$ cat src/rtl/mainfsm_pkg.sv
// ============================================================================
// Module  : mainfsm_pkg
// Purpose : Shared encodings for the multicycle main control FSM. Holds the
//           4-bit state codes, the supported opcodes, the ALUOp codes sent to
//           aludec and the datapath mux-select codes.
// Ports   : none (package)
// Revision: 1.0 - initial release
// ============================================================================
`default_nettype none

package mainfsm_pkg;

  typedef enum logic [3:0] {
    S_FETCH    = 4'd0,
    S_DECODE   = 4'd1,
    S_MEMADR   = 4'd2,
    S_MEMREAD  = 4'd3,
    S_MEMWB    = 4'd4,
    S_MEMWRITE = 4'd5,
    S_EXECUTER = 4'd6,
    S_ALUWB    = 4'd7,
    S_EXECUTEI = 4'd8,
    S_JAL      = 4'd9,
    S_BEQ      = 4'd10
  } state_t;

  localparam logic [6:0] OP_LW    = 7'b0000011;
  localparam logic [6:0] OP_SW    = 7'b0100011;
  localparam logic [6:0] OP_RTYPE = 7'b0110011;
  localparam logic [6:0] OP_IALU  = 7'b0010011;
  localparam logic [6:0] OP_JAL   = 7'b1101111;
  localparam logic [6:0] OP_BEQ   = 7'b1100011;

  localparam logic [1:0] ALUOP_ADD   = 2'b00;
  localparam logic [1:0] ALUOP_SUB   = 2'b01;
  localparam logic [1:0] ALUOP_FUNCT = 2'b10;

  localparam logic [1:0] SRCA_PC    = 2'b00;
  localparam logic [1:0] SRCA_OLDPC = 2'b01;
  localparam logic [1:0] SRCA_RS1   = 2'b10;

  localparam logic [1:0] SRCB_RS2  = 2'b00;
  localparam logic [1:0] SRCB_IMM  = 2'b01;
  localparam logic [1:0] SRCB_FOUR = 2'b10;

  localparam logic [1:0] RES_ALUOUT    = 2'b00;
  localparam logic [1:0] RES_DATA      = 2'b01;
  localparam logic [1:0] RES_ALURESULT = 2'b10;

  function automatic logic op_supported(input logic [6:0] op);
    return (op == OP_LW) || (op == OP_SW) || (op == OP_RTYPE) ||
           (op == OP_IALU) || (op == OP_JAL) || (op == OP_BEQ);
  endfunction

endpackage

`default_nettype wire

$ cat src/rtl/mainfsm.sv
// ============================================================================
// Module  : mainfsm
// Purpose : Multicycle main control FSM. Steps each instruction through
//           fetch/decode/execute/memory/writeback, one state per clock, and
//           drives every datapath enable, mux select and ALUOp for aludec.
//           Memory wait states are handshaked with MemReq/MemReady.
// Ports   : clk, reset (async, active-high), op[6:0], MemReady
//           -> MemReq, AdrSrc, IRWrite, PCUpdate, Branch, RegWrite, MemWrite,
//              ALUSrcA[1:0], ALUSrcB[1:0], ResultSrc[1:0], ALUOp[1:0],
//              IllegalInstr, state_dbg[3:0]
// Revision: 1.0 - initial release
// ============================================================================
`default_nettype none

module mainfsm
  import mainfsm_pkg::*;
#(
  parameter int USE_MEM_READY = 1
) (
  input  logic       clk,
  input  logic       reset,
  input  logic [6:0] op,
  input  logic       MemReady,
  output logic       MemReq,
  output logic       AdrSrc,
  output logic       IRWrite,
  output logic       PCUpdate,
  output logic       Branch,
  output logic       RegWrite,
  output logic       MemWrite,
  output logic [1:0] ALUSrcA,
  output logic [1:0] ALUSrcB,
  output logic [1:0] ResultSrc,
  output logic [1:0] ALUOp,
  output logic       IllegalInstr,
  output logic [3:0] state_dbg
);

  state_t r_state;
  state_t w_next;
  logic   w_mem_ready;

  generate
    if (USE_MEM_READY != 0) begin : g_mem_ready
      assign w_mem_ready = MemReady;
    end else begin : g_mem_fixed
      assign w_mem_ready = 1'b1;
    end
  endgenerate

  always_ff @(posedge clk or posedge reset) begin
    if (reset) r_state <= S_FETCH;
    else       r_state <= w_next;
  end

  always_comb begin
    w_next = S_FETCH;
    case (r_state)
      S_FETCH:    w_next = w_mem_ready ? S_DECODE : S_FETCH;
      S_DECODE: begin
        case (op)
          OP_LW, OP_SW: w_next = S_MEMADR;
          OP_RTYPE:     w_next = S_EXECUTER;
          OP_IALU:      w_next = S_EXECUTEI;
          OP_JAL:       w_next = S_JAL;
          OP_BEQ:       w_next = S_BEQ;
          default:      w_next = S_FETCH;
        endcase
      end
      S_MEMADR:   w_next = (op == OP_LW) ? S_MEMREAD : S_MEMWRITE;
      S_MEMREAD:  w_next = w_mem_ready ? S_MEMWB : S_MEMREAD;
      S_MEMWRITE: w_next = w_mem_ready ? S_FETCH : S_MEMWRITE;
      S_EXECUTER,
      S_EXECUTEI,
      S_JAL:      w_next = S_ALUWB;
      default:    w_next = S_FETCH;   // MEMWB, ALUWB, BEQ and unused codes
    endcase
  end

  // The state register already resets to FETCH, but FETCH asserts MemReq;
  // gating on reset keeps every output quiet while reset is held.
  always_comb begin
    MemReq       = 1'b0;
    AdrSrc       = 1'b0;
    IRWrite      = 1'b0;
    PCUpdate     = 1'b0;
    Branch       = 1'b0;
    RegWrite     = 1'b0;
    MemWrite     = 1'b0;
    ALUSrcA      = SRCA_PC;
    ALUSrcB      = SRCB_RS2;
    ResultSrc    = RES_ALUOUT;
    ALUOp        = ALUOP_ADD;
    IllegalInstr = 1'b0;
    if (!reset) begin
      case (r_state)
        S_FETCH: begin
          MemReq    = 1'b1;
          ALUSrcB   = SRCB_FOUR;
          ResultSrc = RES_ALURESULT;
          IRWrite   = w_mem_ready;
          PCUpdate  = w_mem_ready;
        end
        S_DECODE: begin
          // Precompute the branch target while the opcode is decoded.
          ALUSrcA      = SRCA_OLDPC;
          ALUSrcB      = SRCB_IMM;
          ALUOp        = ALUOP_ADD;
          IllegalInstr = !op_supported(op);
        end
        S_MEMADR: begin
          ALUSrcA = SRCA_RS1;
          ALUSrcB = SRCB_IMM;
        end
        S_MEMREAD: begin
          MemReq = 1'b1;
          AdrSrc = 1'b1;
        end
        S_MEMWB: begin
          ResultSrc = RES_DATA;
          RegWrite  = 1'b1;
        end
        S_MEMWRITE: begin
          MemReq   = 1'b1;
          AdrSrc   = 1'b1;
          MemWrite = 1'b1;
        end
        S_EXECUTER: begin
          ALUSrcA = SRCA_RS1;
          ALUOp   = ALUOP_FUNCT;
        end
        S_EXECUTEI: begin
          ALUSrcA = SRCA_RS1;
          ALUSrcB = SRCB_IMM;
          ALUOp   = ALUOP_FUNCT;
        end
        S_ALUWB: begin
          RegWrite = 1'b1;
        end
        S_JAL: begin
          ALUSrcA  = SRCA_OLDPC;
          ALUSrcB  = SRCB_FOUR;
          PCUpdate = 1'b1;
        end
        S_BEQ: begin
          ALUSrcA = SRCA_RS1;
          ALUOp   = ALUOP_SUB;
          Branch  = 1'b1;
        end
        default: ;
      endcase
    end
  end

  assign state_dbg = r_state;

endmodule

`default_nettype wire

$ cat config.mk
export PLATFORM = sky130hd
export DESIGN_NAME = mainfsm
export DESIGN_NICKNAME = d
export VERILOG_FILES = /design/src/rtl/mainfsm_pkg.sv /design/src/rtl/mainfsm.sv
export SDC_FILE = /design/constraint.sdc
export NUM_CORES = 1
export LEC_CHECK = 0
export ABC_AREA = 1
export CORE_MARGIN = 3
export CORE_UTILIZATION = 39
export CTS_CLUSTER_SIZE = 12
export DETAILED_ROUTE_END_ITERATION = 6
export GPL_TIMING_DRIVEN = 0
export PLACE_DENSITY_LB_ADDON = 0.3
export SLEW_MARGIN = 0
export SYNTH_ARGS = -nofsm -noshare
export SYNTH_HDL_FRONTEND = slang
export SYNTH_SLANG_ARGS = --single-unit
$ cat constraint.sdc
create_clock -name clk -period 2 [get_ports clk]
set_input_delay 0.6 -clock clk [delete_from_list [all_inputs] [get_ports clk]]
set_output_delay 0.6 -clock clk [all_outputs]
set_load 0.05 [all_outputs]
==> flow_metrics.py, run 1 <==
metrics = {
    "yosys": {
        "ys_seq_area_frac": 0.190,
        "synthTopCellsByCount": "nand2_1, nor2_1, inv_1",
        "yosys-top-cells-area": "dfrtp_1, nand2_1, nor2_1, inv_1, nand3_1",
        "synth_edf_count": 0,
        "ys_ff_latch": 4,
        "avgSynthCellArea_sq_um": 5.20,
        "synth.top_cell.area_share": 0.190,
        "syn_nets": 111,
        "ys.flop_type": "dfrtp_1",
        "ys_warn_count": 0,
        "synth_top_area_cell": "dfrtp_1",
        "synthesis.area_sq_um": 526,
        "async_reset_ff_frac": 1.00,
        "syn_inst": 101,
        "ys_types": 17,
    },
    "status": {
        "haltStage": "4_1_cts",
        "stop_error": "[ERROR DPL-0038] Utilization greater than 100%, impossible to legalize",
        "outcome": "did not finish",
    },
    "clocking": {
        "cts-root-buf": "clkbuf_4",
        "cts_max_path_buffers": 2,
        "cts_setup_buffers": 20,
        "cts_made_buffers": 3,
        "clock_sinks": 4,
        "hold_buffers": 0,
        "htreeDepth": 1,
        "cts_resized": 172,
    },
    "floorplan": {
        "io_pins": 30,
        "die_h_um": 42.7,
        "initial_core_util": 0.443,
        "rows": 12,
        "fp.dieW_um": 42.7,
    },
    "place": {
        "numPortBuffers": 29,
        "dpl.hpwl_mm": 1.45,
        "place_congestion": 0.873,
    },
}
cells by family after synthesis:
logic type,synth area share
and+or+nand+nor,0.590
buffers and inverters,0.143
AOI/OAI and AO/OA,0.0762
DFF,0.190
metrics by stage:
stage	setup slack, ns	TNS [ns]	instances	util	instance area, sq um
after global placement	-1.17	-17.28	144	0.851	1010
after detailed placement	-1.21	-17.69	144	0.851	1010
after floorplan	-0.0481	-0.0907	101	-	702
==> run 2: changes to the inputs <==
CORE_AREA = 3 3 64 66   (was default)
CORE_MARGIN = default   (was 3)
CORE_UTILIZATION = default   (was 39)
CTS_CLUSTER_SIZE = default   (was 12)
DIE_AREA = 0 0 67 69   (was default)
PLACE_DENSITY_LB_ADDON = 0.15   (was 0.3)
==> flow_metrics.py, run 2 <==
metrics = {
    "timing": {
        "setup_viol": 4,
        "min_period_over_period": 1.02,
        "holdWs_ns": 0.354,
        "setup_slack_ns": -0.0344,
        "fin_tns_setup_ns": -0.0934,
        "grt_setup_unrepaired": "true",
        "finalCriticalPeriod_ns": 2.03,
        "slew_headroom": 0.676,
        "slew_viol_final": 0,
        "fin_worst_skew_ns": 0.00133,
        "max_freq_mhz": 492,
        "hold_viol": 0,
        "tightest_slew_ns": 0.487,
    },
    "floorplan": {
        "die-area_sq_um": 4620,
        "io_pins": 30,
        "fp.dieW_um": 67,
        "die_h_um": 69,
        "initial_core_util": 0.145,
        "core_sq_um": 3630,
        "rows": 22,
    },
    "layout": {
        "final_cell_mix": "buf_4, nand2_1, nor2_4, buf_6, nor2_1",
        "largest_reg_flops": 4,
        "layout.nets": 188,
        "final_common_cell": "buf_4",
        "final_core_util": 0.447,
        "final_layout_size_suffix_gt1_frac": 0.727,
        "area_delta_synth_final_pct": 209,
        "num-fill-cells": 375,
        "diodes": 0,
    },
    "setup_path": {
        "end_kind": "output port",
        "crit_family": "flip-flops",
        "r2r_slack_ns": 0.63,
        "rr_startpoint": "state_dbg[0]",
        "critPathArrivalTime_ns": 1.43,
        "worstPathBufferInverterCount": 4,
        "cp_slowest_cell": "dfrtp_4",
        "worstPathCellList": "buf_12 > nand2_8 > nor2_4 > inv_2 > nand3_2 > nand2_2 > clkinvlp_4 > buf_8",
        "worst-path-stages": 8,
        "r2r_cells": 9,
        "worstReg2RegEnd": "state_dbg[0]",
        "path_max_fanout": 5,
        "crit_type": "reg -> out",
        "cp-start-kind": "register",
        "worstPathRequired_ns": 1.40,
        "cp_slowest_stage_delay_ns": 0.52,
    },
    "status": {
        "outcome": "complete, but fails checks",
        "violations": "negative setup slack",
    },
    "yosys": {
        "synthTopCellsByCount": "nand2_1, nor2_1, inv_1",
        "synth_edf_count": 0,
        "yosys-top-cells-area": "dfrtp_1, nand2_1, nor2_1, inv_1, nand3_1",
        "synth-simple-area-share": 0.590,
        "ys_types": 17,
        "synthesis.area_sq_um": 526,
        "syn_inst": 101,
        "synth-xor-area-share": 0,
        "synthMuxAreaShare": 0,
        "synth_top_family_by_area": "simple AND/OR/NAND/NOR gates",
        "avgSynthCellArea_sq_um": 5.20,
        "ys_ff_latch": 4,
        "syn_nets": 111,
        "ys.flop_type": "dfrtp_1",
        "synthAdderAreaFrac": 0,
        "async_reset_ff_frac": 1.00,
        "ys_seq_area_frac": 0.190,
        "synth.top_cell.area_share": 0.190,
        "synth_top_area_cell": "dfrtp_1",
        "ys_warn_count": 0,
        "synth-compound-area-share": 0.0762,
    },
    "global_route": {
        "grt-ovfl-total": 0,
        "grt_max_degree": 8,
        "grt_pass1_wl_mm": 3.93,
        "grt_pass1_vias": 965,
        "grt_antenna_before_repair": 0,
        "track_usage": 0.105,
    },
    "clocking": {
        "htreeDepth": 1,
        "cts_made_buffers": 3,
        "cts_tree": "done",
        "clock_sinks": 4,
        "clock_latency_ns": 0.21,
        "cts_max_path_buffers": 2,
        "path_clk_slew_ns": 0.03,
        "cts-root-buf": "clkbuf_8",
    },
    "job": {
        "cap_violations": 0,
    },
    "pwr": {
        "finalPower_w": 0.000736,
        "pwr_density_cell_nw_per_um2": 453,
        "vdd_drop_max_uv": 242,
        "power.leakage_nw": 0.768,
    },
    "place": {
        "dpl.hpwl_mm": 1.48,
        "numPortBuffers": 29,
        "place_ws_ns": -1.20,
        "place_congestion": 0.726,
    },
    "route": {
        "drt-total-wl_mm": 2.37,
        "drtIter0Drc": 19,
        "postRouteAntennaNets": 0,
        "wl_met1_um": 839,
        "dr.pass1.iters": 4,
        "top_layer": "met4",
        "vias": 907,
        "wire_per_inst_um": 10.6,
        "routed_via_density": 4.05,
        "dr_wl_met3_um": 167,
        "drcViolationCount": 0,
        "met2_wirelength_mm": 1.32,
    },
    "min_path": {
        "hold_class": "in -> async",
    },
}
[run 2: cell counts after synthesis]
Identical to the previous run, type by type.
[run 2: cell type report]
cell class,instances,area (sq um),share of cell area
Buffer,2,36.3,0.0223
Clock buffer,3,41.3,0.0254
Inverter,17,77.6,0.0478
Multi-Input combinational cell,78,662,0.408
Sequential cell,4,108,0.0663
Tap cell,48,60.1,0.0370
Timing Repair Buffer,72,639,0.394
[run 2: logic make-up (layout without fill, tap and decap cells)]
family,Yosys count,in the layout
compound gates,8,8
flops,4,4
simple gates,70,70
buf+inv,19,94
[run 2: stage by stage]
step           instance area (sq um)  std cells
6_report                        1620        224
5_1_grt                         1620        224
3_5_place_dp                    1050        178
2_1_floorplan                    702        101
3_3_place_gp                    1050        178
4_1_cts                         1580        220
[run 2: routing by layer]
| layer | global-route usage | vias to the layer above |
|---|---|---|
| met1 | 0.107 | 407 |
| li1 | - | 467 |
| met4 | 0.0495 | 0 |
| met3 | 0.0114 | 4 |
| met5 | 0 | - |
| met2 | 0.201 | 29 |
[run 2: how the worst max path moves through the flow]
stage / slack, ns / start / end
finish: -0.03 / state_dbg[0] / ALUSrcB[0]
global route: -0.10 / state_dbg[0] / ALUSrcB[0]
CTS: -0.04 / state_dbg[0] / ALUSrcB[0]
detailed placement: -1.20 / reset / ALUOp[0]
global placement: -1.20 / reset / ALUOp[0]
floorplan: -0.05 / state_dbg[0] / ALUOp[0]
[run 2: worst register-to-register path, delay by kind of cell, from the launching register on]
family	cells	cell delay, ns
simple gates	5	0.39
buf+inv	4	0.44
flops	1	0.47
[run 2: what timing repair did]
| item | CTS | global route |
|---|---|---|
| hold buffers | 0 | 0 |
| setup endpoints to repair | 20 | 18 |
| setup buffers | 38 | 4 |
| resized for setup | 184 | 12 |
| gates cloned | 1 | 0 |
| pin swaps | 17 | 3 |
[run 2: where the power goes]
group | switching (W) | total (W) | internal [W]
combinational | 0.000266 | 0.000466 | 0.000200
clock | 0.0000381 | 0.000166 | 0.000128
sequential | 0.0000141 | 0.000104 | 0.0000898
total | 0.000318 | 0.000736 | 0.000418
Power figures use the tool's default switching activity.
==> run 3: changes to the inputs <==
PLACE_DENSITY_LB_ADDON = 0.2   (was 0.15)
SKIP_CTS_REPAIR_TIMING = 1   (was default)
==> flow_metrics.py, run 3 (synthesis results as in run 2) <==
metrics = {
    "global_route": {
        "grt_pass1_wl_mm": 2.84,
        "grt_max_degree": 11,
        "track_usage": 0.0762,
        "met2_usage": 0.123,
        "busiest_layer": "met2",
        "met3_usage": 0.0195,
        "grt_pass1_vias": 662,
        "grt-ovfl-total": 0,
        "met1_usage": 0.0984,
        "grt_antenna_before_repair": 0,
    },
    "timing": {
        "fin_worst_skew_ns": 0.00145,
        "hold_viol": 0,
        "max_freq_mhz": 479,
        "slew_headroom": 0.662,
        "setup_slack_ns": -0.0874,
        "grt_setup_unrepaired": "true",
        "tightest_slew_ns": 0.506,
        "finalCriticalPeriod_ns": 2.09,
        "setup_viol": 7,
        "min_period_over_period": 1.04,
        "fin_tns_setup_ns": -0.276,
        "slew_viol_final": 0,
    },
    "setup_path": {
        "path_max_fanout": 7,
        "end_kind": "output port",
        "worstPathRequired_ns": 1.40,
        "crit_type": "reg -> out",
        "cp-start-kind": "register",
        "critPathArrivalTime_ns": 1.49,
    },
    "floorplan": {
        "core_sq_um": 3630,
        "die_h_um": 69,
        "rows": 22,
        "die-area_sq_um": 4620,
        "io_pins": 30,
        "initial_core_util": 0.145,
        "fp.dieW_um": 67,
    },
    "layout": {
        "diodes": 0,
        "finalNonFillerCells": 195,
        "final_layout_size_suffix_gt1_frac": 0.633,
        "layout.nets": 159,
        "area_delta_synth_final_pct": 159,
        "final_cell_mix": "buf_4, nand2_1, nor2_1",
        "largest_reg_flops": 4,
        "final_common_cell": "buf_4",
        "design_area_sq_um": 1360,
        "num-fill-cells": 388,
    },
    "min_path": {
        "hold_class": "in -> async",
    },
    "route": {
        "drcViolationCount": 0,
        "vias": 799,
        "dr.pass1.iters": 4,
        "drtIter0Drc": 18,
        "drt-total-wl_mm": 1.96,
        "postRouteAntennaNets": 0,
        "wire_per_inst_um": 10.0,
        "routed_via_density": 4.10,
    },
    "clocking": {
        "cts-root-buf": "clkbuf_8",
        "path_clk_slew_ns": 0.03,
        "cts_max_path_buffers": 2,
        "clock_sinks": 4,
        "cts_made_buffers": 3,
        "cts_tree": "done",
        "htreeDepth": 1,
        "clock_latency_ns": 0.21,
    },
    "pwr": {
        "vdd_drop_max_uv": 157,
        "pwr_density_cell_nw_per_um2": 488,
        "power.leakage_nw": 0.721,
        "finalPower_w": 0.000664,
    },
    "place": {
        "postPlaceCellArea_sq_um": 1050,
        "numPortBuffers": 29,
        "place_congestion": 0.698,
        "dpl.hpwl_mm": 1.49,
        "place_inst": 178,
    },
    "job": {
        "cap_violations": 0,
    },
    "status": {
        "outcome": "complete, but fails checks",
        "violations": "negative setup slack",
    },
}
## run 3: worst paths after layout
path | endpoint | cells after the start | slack, ns | start
min | state_dbg[0] | 2 | 0.37 | reset
max in group asynchronous | state_dbg[0] | 2 | 1.48 | reset
max reg2reg | state_dbg[2] | 9 | 0.66 | state_dbg[1]
max | MemReq | 5 | -0.09 | state_dbg[1]
min in group clk | state_dbg[2] | 5 | 0.78 | op[4]
min reg2reg | state_dbg[2] | 5 | 0.82 | state_dbg[3]
## run 3: layout make-up
cell class / instances / area [sq um] / area share
Tap cell: 48 / 60.1 / 0.0442
Clock buffer: 3 / 41.3 / 0.0304
Buffer: 2 / 22.5 / 0.0166
Multi-Input combinational cell: 78 / 622 / 0.457
Inverter: 17 / 80.1 / 0.0589
Sequential cell: 4 / 108 / 0.0791
Timing Repair Buffer: 43 / 427 / 0.314
## run 3: worst max-delay path, stage by stage, from the launching register on
cell	delay, ns
dfrtp_2	0.48
buf_4	0.17
nand3_2	0.08
nor2b_2	0.28
a21oi_4	0.07
buf_4	0.19
## run 3: metrics by stage
step / hold slack, ns / util / worst slack (ns)
final: 0.366 / 0.374 / -0.0874
after detailed placement: 0.795 / 0.290 / -1.21
after global routing: 0.395 / 0.374 / -0.141
after floorplan: 0.414 / - / -0.0481
after global placement: 0.792 / 0.290 / -1.22
after CTS: 0.798 / 0.301 / -1.22
## run 3: report_power, final
part	internal [W]	leakage (nW)	switching [W]	total, W
sequential	0.0000898	0.0480	0.0000176	0.000107
clock	0.000128	0.0216	0.0000358	0.000164
combinational	0.000149	0.651	0.000244	0.000393
## run 3: routing by layer
metal	vias up	routed length [um]
met5	-	0
met4	0	0
met3	0	138
met2	28	1020
met1	364	806
li1	407	-
==> run 4: changes to the inputs <==
HOLD_SLACK_MARGIN = 0.05   (was default)
==> results of run 4 <==
The final DEF is identical to that of run 3; final timing and power are the same.
